File: src/rtl/vga_sprite_mover.sv
// ============================================================================
// vga_sprite_mover : button-driven square sprite overlaid on the palette pixel
// stream, with frame-aligned position commit. Optional macro: SPRITE_BORDER_EN
// Revision: 1.0
// ============================================================================
`default_nettype none

module vga_sprite_mover #(
  parameter int          H_ACTIVE   = 640,
  parameter int          V_ACTIVE   = 480,
  parameter int          SIZE       = 40,
  parameter int          STEP       = 1,
  parameter int          TICK_DIV   = 20000,
  parameter int          WRAP       = 0,
  parameter logic [23:0] SPRITE_BGR = 24'hff0000,
  parameter int          X_INIT     = 0,
  parameter int          Y_INIT     = 0
) (
  input  logic        iVGA_CLK,
  input  logic        iRST_n,
  input  logic        iVS,
  input  logic [9:0]  iCUR_X,
  input  logic [9:0]  iCUR_Y,
  input  logic [23:0] iBGR,
  input  logic        iRIGHT_n,
  input  logic        iLEFT_n,
  input  logic        iDOWN_n,
  input  logic        iUP_n,
  output logic [23:0] oBGR,
  output logic [9:0]  oSPR_X,
  output logic [9:0]  oSPR_Y,
  output logic        oTICK
);

  localparam int                 CNT_W      = $clog2(TICK_DIV);
  localparam logic [CNT_W-1:0]   C_CNT_LAST = CNT_W'(TICK_DIV - 1);
  localparam logic signed [10:0] C_X_MAX    = 11'(H_ACTIVE - SIZE);
  localparam logic signed [10:0] C_Y_MAX    = 11'(V_ACTIVE - SIZE);
  localparam logic signed [10:0] C_STEP     = 11'(STEP);
  localparam logic [10:0]        C_SIZE     = 11'(SIZE);
  localparam logic [9:0]         C_X_INIT   = 10'(X_INIT);
  localparam logic [9:0]         C_Y_INIT   = 10'(Y_INIT);

  // Button vectors are ordered {right, left, down, up}.
  logic [3:0]       sync1_q, sync1_d;
  logic [3:0]       sync2_q, sync2_d;
  logic             vs_q, vs_d;
  logic [CNT_W-1:0] cnt_q, cnt_d;
  logic             tick_q, tick_d;
  logic [9:0]       pend_x_q, pend_x_d;
  logic [9:0]       pend_y_q, pend_y_d;
  logic [9:0]       spr_x_q, spr_x_d;
  logic [9:0]       spr_y_q, spr_y_d;
  logic [23:0]      bgr_q, bgr_d;

  logic [3:0]       pressed;
  logic [10:0]      cur_x, cur_y, spr_x, spr_y;
  logic             in_sprite;
`ifdef SPRITE_BORDER_EN
  logic             on_border;
`endif

  // One movement step on one axis; signed 11-bit keeps underflow visible.
  function automatic logic [9:0] step_axis(input logic [9:0] pos, input logic inc,
                                           input logic dec, input logic signed [10:0] max);
    logic signed [10:0] v;
    v = $signed({1'b0, pos});
    if (inc && !dec)
      v = v + C_STEP;
    else if (dec && !inc)
      v = v - C_STEP;
    if (WRAP != 0) begin
      if (v > max)
        v = v - (max + 11'sd1);
      else if (v < 11'sd0)
        v = v + (max + 11'sd1);
    end else begin
      if (v > max)
        v = max;
      else if (v < 11'sd0)
        v = 11'sd0;
    end
    return v[9:0];
  endfunction

  always_comb begin
    sync1_d  = {iRIGHT_n, iLEFT_n, iDOWN_n, iUP_n};
    sync2_d  = sync1_q;
    vs_d     = iVS;
    pend_x_d = pend_x_q;
    pend_y_d = pend_y_q;
    spr_x_d  = spr_x_q;
    spr_y_d  = spr_y_q;
    pressed  = ~sync2_q;

    cnt_d  = (cnt_q == C_CNT_LAST) ? '0 : cnt_q + 1'b1;
    tick_d = (cnt_d == C_CNT_LAST);

    if (tick_q) begin
      pend_x_d = step_axis(pend_x_q, pressed[3], pressed[2], C_X_MAX);
      pend_y_d = step_axis(pend_y_q, pressed[1], pressed[0], C_Y_MAX);
    end

    // Commit samples the pre-tick pending value if both land together.
    if (vs_q && !iVS) begin
      spr_x_d = pend_x_q;
      spr_y_d = pend_y_q;
    end

    cur_x = {1'b0, iCUR_X};
    cur_y = {1'b0, iCUR_Y};
    spr_x = {1'b0, spr_x_q};
    spr_y = {1'b0, spr_y_q};
    in_sprite = (cur_x >= spr_x) && (cur_x < spr_x + C_SIZE) &&
                (cur_y >= spr_y) && (cur_y < spr_y + C_SIZE);

`ifdef SPRITE_BORDER_EN
    on_border = (cur_x == spr_x) || (cur_x == spr_x + C_SIZE - 11'd1) ||
                (cur_y == spr_y) || (cur_y == spr_y + C_SIZE - 11'd1);
    bgr_d = in_sprite ? (on_border ? ~SPRITE_BGR : SPRITE_BGR) : iBGR;
`else
    bgr_d = in_sprite ? SPRITE_BGR : iBGR;
`endif
  end

  always_ff @(posedge iVGA_CLK or negedge iRST_n) begin
    if (!iRST_n) begin
      sync1_q  <= 4'hf;
      sync2_q  <= 4'hf;
      vs_q     <= 1'b1;
      cnt_q    <= '0;
      tick_q   <= 1'b0;
      pend_x_q <= C_X_INIT;
      pend_y_q <= C_Y_INIT;
      spr_x_q  <= C_X_INIT;
      spr_y_q  <= C_Y_INIT;
      bgr_q    <= 24'h0;
    end else begin
      sync1_q  <= sync1_d;
      sync2_q  <= sync2_d;
      vs_q     <= vs_d;
      cnt_q    <= cnt_d;
      tick_q   <= tick_d;
      pend_x_q <= pend_x_d;
      pend_y_q <= pend_y_d;
      spr_x_q  <= spr_x_d;
      spr_y_q  <= spr_y_d;
      bgr_q    <= bgr_d;
    end
  end

  assign oBGR   = bgr_q;
  assign oSPR_X = spr_x_q;
  assign oSPR_Y = spr_y_q;
  assign oTICK  = tick_q;

endmodule

`default_nettype wire
File: config.mk
export PLATFORM = sky130hd
export DESIGN_NAME = vga_sprite_mover
export DESIGN_NICKNAME = d
export VERILOG_FILES = /design/src/rtl/vga_sprite_mover.sv
export SDC_FILE = /design/constraint.sdc
export NUM_CORES = 1
export LEC_CHECK = 0
export CAP_MARGIN = 10
export CORE_ASPECT_RATIO = 0.9
export CORE_MARGIN = 3
export CORE_UTILIZATION = 53
export CTS_CLUSTER_DIAMETER = 150
export DETAILED_ROUTE_END_ITERATION = 7
export PLACE_DENSITY = 0.79
export SLEW_MARGIN = 25
export SYNTH_ARGS = -nofsm -noshare
export SYNTH_HDL_FRONTEND = slang
export SYNTH_SLANG_ARGS = --single-unit
File: constraint.sdc
create_clock -name iVGA_CLK -period 3.4 [get_ports iVGA_CLK]
set_input_delay 0.68 -clock iVGA_CLK [delete_from_list [all_inputs] [get_ports iVGA_CLK]]
set_output_delay 0.68 -clock iVGA_CLK [all_outputs]
set_load 0.01 [all_outputs]
==> run summary <==
Most instantiated cells after synthesis: dfrtp_1, ha_1, inv_1
Area added between synthesis and finish: 25.2%
DRT antenna net count: 0
Family with the most delay on the worst path: simple AND/OR/NAND/NOR gates
Initial Util: 55.3%
Die Wd: 110 um
CP max stage delay: 0.50 ns
Mean post-synth cell area: 9.90 um2
Overall Global Routing Usage: 21.4%
Core area: 9290 um2
Minimum clock period after layout: 3.18 ns
Synth Warn #: 0
Final Setup Violations: 0
Final hold vios: 0
Crit Path Max Fanout: 24
Bufs and invs on worst path: 1
Clock slew at reported path FFs: 0.09 ns
Async set-reset flop share out of synthesis: 100%
Min-Delay Path Class: register to register
Final Skew: 0.0103 ns
Seq/Total Area, Yosys: 43.6%
CP Class: register to register
TritonCTS clock tree: built
Post-route setup TNS: 0 ns
Startpoint Class: register
Largest net degree at the start of global routing: 90
GPL Wtd Cong: 0.965
MaxCap Viol Count: 0
Detailed Route Iter0 Violations: 292
Fin. max-slew vios: 0
Fill cells: 715
Critical Path End Type: register
Drt wl/cell: 15.0 um
Top FF cell, synth: dfrtp_1
Antenna violations before repair: 0
Latest clock arrival within the worst-skew pair: 0.36 ns
# hold bufs at CTS: 0
Post-synth top area share: 39.0%
Area after DPL: 6220 um2
Drt pass-1 iters: 4
Max IR drop VDD: 0.215 mV
F_max: 315 MHz
GRT overflow: 0
Syn Nets: 612
CTS HTree Levels: 3
Status: complete, no violations
Fraction of layout cells with a size suffix above 1: 9.81%
Area contributors post-synth: dfrtp_1, ha_1, dfstp_2
Synth area leader: dfrtp_1
Via count: 4075
DR vias/cell: 5.48
Synthesized cell area: 5140 um2
Final #Nets: 710
CP arrival: 3.42 ns
Vias in the first global route: 4254
Root Driver: clkbuf_8
Post-synth EDFFs: 0
RSZ-0062 raised after global routing: false
# port buffers: 95
Die Y: 99.4 um
Count leader, synth: dfrtp_1
Unique masters post-synth: 73
# Post-CTS Setup Buffers: 0
Site row count: 33
First-pass GRT wire length: 19100 um
Total CTS buffers: 9
Residual DRC: 0
CP dominant cell by count: ha_1
CTS Sinks: 89
DP Wirelength: 8450 um
Cts repair resizes: 0
Final Cycle Share: 93.4%
Leakage: 0.00269 uW
Post-Syn Instances: 519
Data required time of the critical path: 3.65 ns
Total wire length: 11100 um
Power Density: 327 nW/um2
Longest Clk Path Bufs: 2
# diodes: 0
Slew at the pin closest to its max-slew limit: 0.772 ns
Final hold slack: 0.356 ns
Final instance area: 6430 um2
Critical-path cell list: ha_1, o21ai_0, or3_1, xnor2_1, ha_1, a21oi_1, a32oi_1, a211o_1, or4_1, buf_4, and2_1
Die footprint: 10900 um2
Slowest CP cell: or4_1
Slew HR: 48.6%
#FFs+latches synth: 89
Total I/O pin count: 96
-- final timing paths --
check,startpoint,depth (start not counted),end,slack [ns]
hold / removal,sync1_q[0],0,sync2_q[0],0.36
hold reg to reg,sync1_q[0],0,sync2_q[0],0.36
max in group asynchronous,iRST_n,1,oSPR_Y[9],2.53
min in group asynchronous,iRST_n,1,oBGR[10],0.37
setup / recovery,oSPR_X[3],11,oBGR[0],0.22
setup reg to reg,oSPR_X[3],11,oBGR[0],0.22
-- layer usage --
metal	global-route usage, %	up-vias	wire length [um]
met3	2.66	10	432
met2	36.6	97	5600
met5	0	-	0
met4	7.19	0	110
met1	28.2	1952	4990
li1	-	2016	-
-- stage by stage --
step,worst slack (ns),std cells,util (%),total power (uW)
after floorplan,0.353,519,-,1230
after global placement,0.0703,728,66.9,1360
after detailed placement,0.0358,728,66.9,1370
after CTS,0.222,744,69.2,2120
after global routing,0.0963,744,69.2,2200
final,0.225,744,69.2,2100
-- cells in the final DEF (no fill, tap or decap), types with 16 or more instances in the layout --
cell and instances:
a21oi_1 16, and2_1 16, clkdlybuf4s50_1 94, dfrtp_1 80
ha_1 42, inv_1 42, nand2_1 32, nand3_1 16
nor2_1 35, o21ai_0 28, xnor2_1 27
-- registers in the layout (all words and copies together) (netlist names) --
register / flops
cnt_q: 15
oBGR: 24
oSPR_X: 10
oSPR_Y: 10
oTICK: 1
pend_x_q: 10
pend_y_q: 10
sync1_q: 4
sync2_q: 4
vs_q: 1
-- cell type report --
type	count	area, um2	area share [%]
repair buffers	101	997	15.5
multi-input cells	372	2670	41.5
flip-flops and latches	89	2240	34.8
clock buffers	10	138	2.14
well taps	122	153	2.37
inverters	44	165	2.57
clock inverters	6	72.6	1.13
-- logic make-up (layout without fill, tap and decap cells) --
kind of cell | after synthesis | count (layout) | share of synthesized area [%]
buf+inv | 58 | 161 | 4.51
simple gates | 175 | 175 | 18.0
compound gates | 103 | 103 | 13.9
flops | 89 | 89 | 43.6
mux | 14 | 14 | 3.31
xor+xnor | 38 | 38 | 6.48
fa+ha+maj | 42 | 42 | 10.2
-- worst register-to-register path: stages (launching register included) --
cell     delay [ns]
dfrtp_1        0.46
ha_1           0.22
o21ai_0        0.12
or3_1          0.34
xnor2_1        0.14
ha_1           0.29
a21oi_1        0.18
a32oi_1        0.10
a211o_1        0.33
or4_1          0.50
buf_4          0.22
and2_1         0.19
-- where the power goes --
group          internal, uW  total (uW)  switching (uW)  leakage [uW]
Combinational           141         257             116       0.00145
Sequential             1090        1100            8.99       0.00114
Clock                   369         749             381      0.000104
Note: power is estimated with default switching activity, not from simulation.
